===== src/rtl/ifetch_unit_if.sv =====
// Instruction-memory bus between the fetch unit (master) and instruction memory (slave).
// Requests use a valid/ready handshake. Responses come back in request order and
// cannot be back-pressured.
interface ifetch_unit_if;
  logic        req_valid;
  logic        req_ready;
  logic [31:0] req_addr;
  logic        rsp_valid;
  logic [31:0] rsp_data;

  modport master (
    output req_valid, req_addr,
    input  req_ready, rsp_valid, rsp_data
  );

  modport slave (
    input  req_valid, req_addr,
    output req_ready, rsp_valid, rsp_data
  );
endinterface


===== src/rtl/ifetch_unit.sv =====
// Instruction fetch stage: owns the PC and issues in-order requests to a variable-latency
// imem. It buffers returned words in a small FIFO and presents the head instruction with
// its decode slices. Redirects flush the buffer and drop wrong-path responses that are
// still in flight.
// Optional build macro: IFETCH_PERF_CNT_EN adds the perf_fetched/perf_flushed counters.
module ifetch_unit #(
  parameter logic [31:0] PC_RESET   = 32'h0000_0000,
  parameter int          FIFO_DEPTH = 2
) (
  input  logic         clk,
  input  logic         reset,
  ifetch_unit_if.master imem,
  input  logic         redirect,
  input  logic [31:0]  redirect_pc,
  output logic         inst_valid,
  input  logic         inst_ready,
  output logic [31:0]  inst,
  output logic [31:0]  inst_pc,
  output logic [6:0]   opcode,
  output logic [2:0]   funct3,
  output logic [6:0]   funct7,
  output logic [4:0]   rd,
  output logic [4:0]   rs1,
  output logic [11:0]  imm
`ifdef IFETCH_PERF_CNT_EN
  ,
  output logic [31:0]  perf_fetched,
  output logic [31:0]  perf_flushed
`endif
);

  localparam int AW = (FIFO_DEPTH > 1) ? $clog2(FIFO_DEPTH) : 1;
  localparam int CW = AW + 1;
  localparam logic [31:0] NOP = 32'h0000_0013;

  logic [31:0]   fetch_pc;
  logic [CW-1:0] inflight;
  logic [CW-1:0] drop_cnt;

  // PCs of outstanding requests. Responses return in order, so this is a plain ring.
  logic [31:0]   pcq [FIFO_DEPTH];
  logic [AW-1:0] pcq_wr, pcq_rd;

  logic [31:0]   fifo_data [FIFO_DEPTH];
  logic [31:0]   fifo_pc   [FIFO_DEPTH];
  logic [AW-1:0] fifo_wr, fifo_rd;
  logic [CW-1:0] fifo_cnt;

  logic credit, req_fire, rsp, push, pop;

  // The low redirect bits are ignored because fetch addresses are always word aligned.
  logic unused_rpc_lo;
  assign unused_rpc_lo = ^redirect_pc[1:0];

  // Credit covers both in-flight requests and buffered words, so a response always has room.
  always_comb begin
    credit   = ((CW+1)'(inflight) + (CW+1)'(fifo_cnt)) < (CW+1)'(FIFO_DEPTH);
    // Gating with reset keeps the request low while the block is held in reset.
    imem.req_valid = reset && !redirect && credit;
    imem.req_addr  = fetch_pc;
    req_fire = imem.req_valid && imem.req_ready;
    rsp      = imem.rsp_valid;
    push     = rsp && !redirect && (drop_cnt == '0);
    pop      = inst_valid && inst_ready;
  end

  // Head-of-buffer presentation and decode slices.
  always_comb begin
    inst_valid = (fifo_cnt != '0);
    inst       = inst_valid ? fifo_data[fifo_rd] : NOP;
    inst_pc    = inst_valid ? fifo_pc[fifo_rd] : 32'h0;
    opcode     = inst[6:0];
    funct3     = inst[14:12];
    funct7     = inst[31:25];
    rd         = inst[11:7];
    rs1        = inst[19:15];
    imm        = inst[31:20];
  end

  // Storage arrays. The pointers and credit accounting keep write and read slots apart.
  always_ff @(posedge clk) begin
    if (req_fire) pcq[pcq_wr] <= fetch_pc;
    if (push) begin
      fifo_data[fifo_wr] <= imem.rsp_data;
      fifo_pc[fifo_wr]   <= pcq[pcq_rd];
    end
  end

  // PC, in-flight accounting, drop counter and FIFO pointers. Redirect overrides the rest.
  always_ff @(posedge clk or negedge reset) begin
    if (!reset) begin
      fetch_pc <= PC_RESET;
      inflight <= '0;
      drop_cnt <= '0;
      pcq_wr   <= '0;
      pcq_rd   <= '0;
      fifo_wr  <= '0;
      fifo_rd  <= '0;
      fifo_cnt <= '0;
    end else begin
      if (req_fire) begin
        pcq_wr   <= pcq_wr + AW'(1);
        fetch_pc <= fetch_pc + 32'd4;
      end
      if (rsp) pcq_rd <= pcq_rd + AW'(1);
      inflight <= inflight + CW'(req_fire) - CW'(rsp);

      if (redirect) begin
        fetch_pc <= {redirect_pc[31:2], 2'b00};
        fifo_wr  <= '0;
        fifo_rd  <= '0;
        fifo_cnt <= '0;
        // Every request still outstanding after this cycle belongs to the wrong path.
        drop_cnt <= inflight - CW'(rsp);
      end else begin
        if (rsp && (drop_cnt != '0)) drop_cnt <= drop_cnt - CW'(1);
        if (push) fifo_wr <= fifo_wr + AW'(1);
        if (pop)  fifo_rd <= fifo_rd + AW'(1);
        fifo_cnt <= fifo_cnt + CW'(push) - CW'(pop);
      end
    end
  end

`ifdef IFETCH_PERF_CNT_EN
  // Counters for consumed instructions and for wrong-path work thrown away.
  always_ff @(posedge clk or negedge reset) begin
    if (!reset) begin
      perf_fetched <= '0;
      perf_flushed <= '0;
    end else begin
      if (pop && !redirect) perf_fetched <= perf_fetched + 32'd1;
      if (redirect)
        perf_flushed <= perf_flushed + 32'(fifo_cnt) + 32'(rsp);
      else if (rsp && (drop_cnt != '0))
        perf_flushed <= perf_flushed + 32'd1;
    end
  end
`endif

endmodule


===== src/flat_wrapper.sv =====
// flat-port wrapper written by rule: the top's interface ports become plain ports
module ifetch_unit_flat 
#(
  parameter logic [31:0] PC_RESET   = 32'h0000_0000,
  parameter int          FIFO_DEPTH = 2
)
  (clk, reset, redirect, redirect_pc, inst_valid, inst_ready, inst, inst_pc, opcode, funct3, funct7, rd, rs1, imm, imem_req_valid, imem_req_addr, imem_req_ready, imem_rsp_valid, imem_rsp_data);
  ifetch_unit_if imem_i ();
  input  logic clk;
  input  logic reset;
  input  logic redirect;
  input  logic [31:0] redirect_pc;
  output logic inst_valid;
  input  logic inst_ready;
  output logic [31:0] inst;
  output logic [31:0] inst_pc;
  output logic [6:0] opcode;
  output logic [2:0] funct3;
  output logic [6:0] funct7;
  output logic [4:0] rd;
  output logic [4:0] rs1;
  output logic [11:0] imm;
  output wire logic [$bits(imem_i.req_valid)-1:0] imem_req_valid;
  output wire logic [$bits(imem_i.req_addr)-1:0] imem_req_addr;
  input wire logic [$bits(imem_i.req_ready)-1:0] imem_req_ready;
  input wire logic [$bits(imem_i.rsp_valid)-1:0] imem_rsp_valid;
  input wire logic [$bits(imem_i.rsp_data)-1:0] imem_rsp_data;
  assign imem_req_valid = imem_i.req_valid;
  assign imem_req_addr = imem_i.req_addr;
  assign imem_i.req_ready = imem_req_ready;
  assign imem_i.rsp_valid = imem_rsp_valid;
  assign imem_i.rsp_data = imem_rsp_data;
  ifetch_unit #(.PC_RESET(PC_RESET), .FIFO_DEPTH(FIFO_DEPTH)) u_core (.clk(clk), .reset(reset), .imem(imem_i), .redirect(redirect), .redirect_pc(redirect_pc), .inst_valid(inst_valid), .inst_ready(inst_ready), .inst(inst), .inst_pc(inst_pc), .opcode(opcode), .funct3(funct3), .funct7(funct7), .rd(rd), .rs1(rs1), .imm(imm));
endmodule

===== config.mk =====
export PLATFORM = sky130hd
export DESIGN_NAME = ifetch_unit_flat
export DESIGN_NICKNAME = d
export VERILOG_FILES = /design/src/rtl/ifetch_unit_if.sv /design/src/rtl/ifetch_unit.sv /design/src/flat_wrapper.sv
export SDC_FILE = /design/constraint.sdc
export NUM_CORES = 1
export LEC_CHECK = 0
export BUFFER_PORTS_ARGS = -buffer_cell sky130_fd_sc_hd__buf_2
export CORE_MARGIN = 5
export CORE_UTILIZATION = 59
export CTS_CLUSTER_DIAMETER = 60
export CTS_CLUSTER_SIZE = 24
export DETAILED_ROUTE_END_ITERATION = 8
export PLACE_DENSITY = 0.88
export SLEW_MARGIN = 20
export SYNTH_ARGS = -nofsm -noshare
export SYNTH_HDL_FRONTEND = slang
export SYNTH_SLANG_ARGS = --single-unit

===== constraint.sdc =====
create_clock -name clk -period 11 [get_ports clk]
set_input_delay 2.2 -clock clk [delete_from_list [all_inputs] [get_ports clk]]
set_output_delay 2.2 -clock clk [all_outputs]
set_load 0.05 [all_outputs]

; ---- Word-level counts from Yosys, hierarchy flattened
; Memory sizes are Yosys's and may differ from the RTL's.
; Index checks and enable logic that the tools add are counted.
[classes]
n_addsub = 12
n_mul = 0
n_div = 0
order_cmp = 1
n_eq_ne = 0
shift = 0
n_mux = 15
bitwise = 0
n_reduce_logical = 15
[ops]
columns = cell, count
row1 = $mux 32, 4
row2 = $add 32x3->32 const B, 1
row3 = $reduce_bool 2->1, 6
row4 = $mux 1, 8
row5 = $logic_and 1x1->1, 7
row6 = $mux 2, 3
row7 = $sub 2x1->2, 3
row8 = $add 1x1->1 const B, 4
row9 = $add 2x1->2, 2
row10 = $add 2x2->3, 1
row11 = $lt 3x2->1 const B, 1
row12 = $logic_not 2->1, 1
row13 = $sub 2x1->2 const B, 1
row14 = $logic_not 1->1, 1
[word_totals]
register_bits = 42
latch_bits = 0
mem_bits_rw = 192
mem_bits_ro = 0
input_bits = 70
output_inout_bits = 137
wordCells = 54
memories = 3
[memory_table]
columns = name, depth, word_bits, rd, rd_clocked_by_memory_dff, write_ports, line
row1 = u_core.fifo_data, 2, 32, 1, 0, 1, ifetch_unit.sv:44  ; logic [31:0] fifo_data [FIFO_DEPTH];
row2 = u_core.fifo_pc, 2, 32, 1, 0, 1, ifetch_unit.sv:45  ; logic [31:0] fifo_pc [FIFO_DEPTH];
row3 = u_core.pcq, 2, 32, 1, 0, 1, ifetch_unit.sv:41  ; logic [31:0] pcq [FIFO_DEPTH];

; ---- Longest topological paths before layout
[logic_depth]
depth_word = 6
depth_mapped = 10
depth_no_buf = 8

; ---- Least setup slack after synthesis
; Ideal clock, no wire load.
[synth_timing]
path_kind = input port to flip-flop
from = input port redirect
to = memory u_core.fifo_data[0][0] (enable)
setup_ps = 559
arrival_ps = 6877
required_time_ps = 10441
path_slack_ps = 3564
stages = 3
n_path_buf = 2
path_cell_list = clkbuf_1 > clkbuf_1 > nor3_1
[synth_between]
elab_chain_len = 5
[synth_rtl]
columns = item, line
row1 = from (decl), flat_wrapper.sv:11  ; input logic redirect;
row2 = $logic_not 1->1, ifetch_unit.sv:63  ; push = rsp && !redirect && (drop_cnt == '0);
row3 = $logic_and 1x1->1 (2 in a row), ifetch_unit.sv:63
row4 = $mux 1, ifetch_unit.sv:83  ; if (push) begin
row5 = $mux 1 (implied by the code), ifetch_unit.sv:84  ; fifo_data[fifo_wr] <= imem.rsp_data;
row6 = to (decl), ifetch_unit.sv:44
; No other way between the ends.

; ---- Worst setup path in the final report
[layout_timing]
from = input port reset
to = output port imem_req_valid
[layout_between]
elab_chain_len = 2
[layout_rtl]
columns = item, line
row1 = from (decl), flat_wrapper.sv:10  ; input logic reset;
row2 = $logic_and 1x1->1 (2 in a row), ifetch_unit.sv:59  ; imem.req_valid = reset && !redirect && credit;
row3 = to (decl), flat_wrapper.sv:23  ; output wire logic [$bits(imem_i.req_valid)-1:0] imem_req_valid;
; No other way between the ends.

==> impl_summary.md <==
STA
For the pin with the worst max-slew slack, the measured transition is 1.12 ns. Of the available clock period, the critical path in the final layout requires 54.4%. Clock skew on the completed layout was measured at 0.00975 ns. Setup repair after global routing left no endpoint under its margin. The final count of pins violating max slew is 0. Based on the critical path, the design can be clocked at up to 167 MHz. Summed over all failing endpoints, the final setup total negative slack is 0 ns. Setup violations remaining at the end of the flow were counted as 0. In the post-route analysis, the smallest setup slack over all paths is 5.01 ns. The number of endpoints with negative hold slack in the final report came to 0. The relative slew slack is 25.3%. The time the final worst path needs with I/O delays and setup is 5.99 ns.

Setup path
The path depth of the worst reg2reg path is 7. Data on the critical path arrives at its endpoint at 3.79 ns. The worst setup path is launched from an input port.

Of all nets on the critical path, the largest fanout is 43. The minimum setup slack among reg-to-reg paths is 7.80 ns. The type of element capturing the critical path is an output pin. The capture instance of the worst register-to-register path is u_core.imem.req_addr[29]. The reg-to-reg critical path startpoint is u_core.fifo_cnt[0]. The required arrival time at the worst endpoint is 8.80 ns.

The category of the most critical setup path is input port to output pin. The worst setup path startpoint is reset.

Floorplanning
The area of the die is 0.0187 mm2. The die is 137 um tall. After floorplanning, the core was divided into 46 placement rows.

The floorplan core area is 0.0158 mm2. The number of primary I/O pins is 207. In this run the horizontal extent of the chip is 137 um. Once the floorplan was initialized, standard cells occupied 59.8% of the core.

Final layout
The most common cell after layout, fill and taps aside is sky130_fd_sc_hd__buf_2. The share of cells above drive strength 1 is 33.0%. The final standard cell area without fillers is 0.0109 mm2. For this run, the post-layout net count is 897. Counting the fill cells in the layout gives 1048. The library cells used most frequently in the layout, excluding fill and tap cells, are sky130_fd_sc_hd__buf_2 (200), sky130_fd_sc_hd__edfxtp_1 (184), sky130_fd_sc_hd__nor2_1 (85). The diode insertion count for antenna repair is 0.

From synthesis to final layout, the design area changed by 14.6%.

Route
The total wire length is 19.1 mm. The number of design rule violations left after detail routing is 0. In the final routed layout, each cell accounts on average for 18.3 um. In this run the remaining antenna-violating nets after routing total 0.

Using the TritonRoute via totals, the vias-per-cell ratio works out to 5.57. Before antenna repair, the detailed router went through 5 iterations. The DRC violation total after the first TritonRoute iteration is 386. The number of vias after detailed routing is 5814.

Worst hold path
In this run the worst hold path is classified as register to register. The path with the worst hold slack has its endpoint at u_core.pcq_wr. The cell depth of the worst min-delay path is 1. In this run the most critical hold path is launched from u_core.pcq_wr.

GRT
Summed over all layers, the global routing overflow is 0. The first global-routing pass estimated 29.6 mm of wire. The maximum number of pins on one net before global-route repair is 64.

The number of global-route vias before repair is 5822. The number of antenna violations at the first check in global routing is 0. The overall fraction of global-route tracks in use is 20.2%.

Yosys
The prevailing post-synth register cell is sky130_fd_sc_hd__edfxtp_1. The number of synthesized register bits is 224. After synthesis, flip-flops and latches occupy 68.9% of the total area. The instance count of the mapped netlist is 665. For this run, the number of Yosys warnings is 0.

In this run the mean area of a mapped cell was 14.2 um2. Counting flops with a built-in enable in the synthesized netlist gives 184. Yosys mapped the design onto 42 distinct sky130hd cell types. In the synthesized netlist the async set-or-reset flop fraction comes to 17.9%. The post-synthesis instance area is 0.00947 mm2.

Placed design
After detailed placement, the total cell area comes to 0.0104 mm2. Port buffering added 200 buffers. The wire-length estimate of the detail-placed layout is 12.3 mm.

The setup slack after placement is 4.98 ns. The final weighted congestion of routability-driven global placement is 0.788.

Clocking
The root cell of the clock tree is sky130_fd_sc_hd__clkbuf_16. The TritonCTS clock tree is done. Hold repair after CTS inserted 0 buffers. Clock tree synthesis found a total of 224 sinks. The number of clock buffers added by TritonCTS is 15. CTS built an H-tree with a depth of 1. The worst-case clock buffer depth is 3.

The number of setup buffers added after CTS is 0. Once the clock tree was built, the resizer swapped 0 gates to a different size. The clock latency reported for the late side of the worst-skew pair is 0.47 ns. Clock-pin slew was measured on the worst setup and hold paths at 0.08 ns.

Power and ir drop
The total power divided by cell area is 280 mW/mm2. Across the VDD grid, the largest voltage drop is 0.000148 V. Summed over all cells, the static leakage comes to 4.11 nW.

Status
The flow ran to the end, and the final reports show no timing, DRC or antenna violations.

Job
The tool flagged a number of max-cap violations equal to 0.
worst max-delay path, stage by stage:
cell                      delay [ns]
sky130_fd_sc_hd__buf_2          0.70
sky130_fd_sc_hd__nor4b_1        0.51
sky130_fd_sc_hd__buf_2          0.36
stage by stage:
step	power (mW)	hold WS (ns)	util [%]	std cells
global placement	2.49	0.493	65.6	1019
global route	3.16	0.537	68.6	1044
CTS	3.06	0.515	68.6	1044
finish	3.03	0.512	68.6	1044
detailed placement	2.51	0.501	65.6	1019
floorplan	2.28	0.456	-	668
Yosys cell counts, types with 10 or more instances:
library cell               count  area [um2]
sky130_fd_sc_hd__a31oi_1      16         100
sky130_fd_sc_hd__buf_4        43         323
sky130_fd_sc_hd__clkbuf_1     24        90.1
sky130_fd_sc_hd__dfrtp_1      40        1000
sky130_fd_sc_hd__edfxtp_1    184        5530
sky130_fd_sc_hd__inv_1        13        48.8
sky130_fd_sc_hd__mux2_2       30         338
sky130_fd_sc_hd__mux2i_1      63         631
sky130_fd_sc_hd__nand2_1      31         116
sky130_fd_sc_hd__nand3_1      12        60.1
sky130_fd_sc_hd__nand4_1      10        62.6
sky130_fd_sc_hd__nor2_1       86         323
sky130_fd_sc_hd__o21ai_0      13        65.1
sky130_fd_sc_hd__o31ai_1      12        90.1
sky130_fd_sc_hd__or4_1        15         113
sky130_fd_sc_hd__xnor2_1      12         105
state kept, by name (all words and copies together) (netlist names):
| register | count |
|---|---|
| u_core.fifo_data | 64 |
| u_core.fifo_pc | 60 |
| u_core.pcq | 60 |
| u_core.imem.req_addr | 30 |
| u_core.drop_cnt | 2 |
| u_core.fifo_cnt | 2 |
| u_core.inflight | 2 |
| u_core.fifo_rd | 1 |
| u_core.fifo_wr | 1 |
| u_core.pcq_rd | 1 |
| u_core.pcq_wr | 1 |
how the worst max path moves through the flow:
stage,endpoint,slack (ns),cells past startpoint
after floorplan,u_core.fifo_data[0][0],3.56,3
after global placement,imem_req_valid,5.08,3
after detailed placement,imem_req_valid,4.98,3
after CTS,imem_req_valid,4.97,3
after global routing,imem_req_valid,4.81,3
final,imem_req_valid,5.01,3
layer usage:
layer	global-route usage, %	up-vias	part of all wire, %
met5	0	-	0
met4	6.55	0	2.7
met1	25.9	2834	39
met2	35.6	222	51
met3	3.13	43	7.8
li1	-	2715	-
cell families (layout without fill, tap and decap cells):
family | count (synthesis) | in the layout | synth area share [%]
AOI/OAI and AO/OA | 50 | 50 | 3.46
adders and majority gates | 7 | 7 | 1.00
DFF | 224 | 224 | 68.9
other | 1 | 4 | 0.0396
and+or+nand+nor | 186 | 186 | 9.49
xor gates and xnor gates | 18 | 18 | 1.66
buffers and inverters | 86 | 246 | 5.19
muxes | 93 | 93 | 10.2
power breakdown:
part,internal [mW],switching [mW],total [mW]
combinational,0.327,1.04,1.36
clock,0.262,0.284,0.546
sequential,1.02,0.0993,1.12
cell type report:
class,instances,area (um2),area share (%)
Clock buffer,16,379,3.49
Clock inverter,9,91.3,0.841
Inverter,14,52.6,0.484
Multi-Input combinational cell,358,2480,22.8
Sequential cell,224,6530,60.2
Tap cell,216,270,2.49
Timing Repair Buffer,207,1050,9.70
Note: power is estimated with default switching activity, not from simulation.
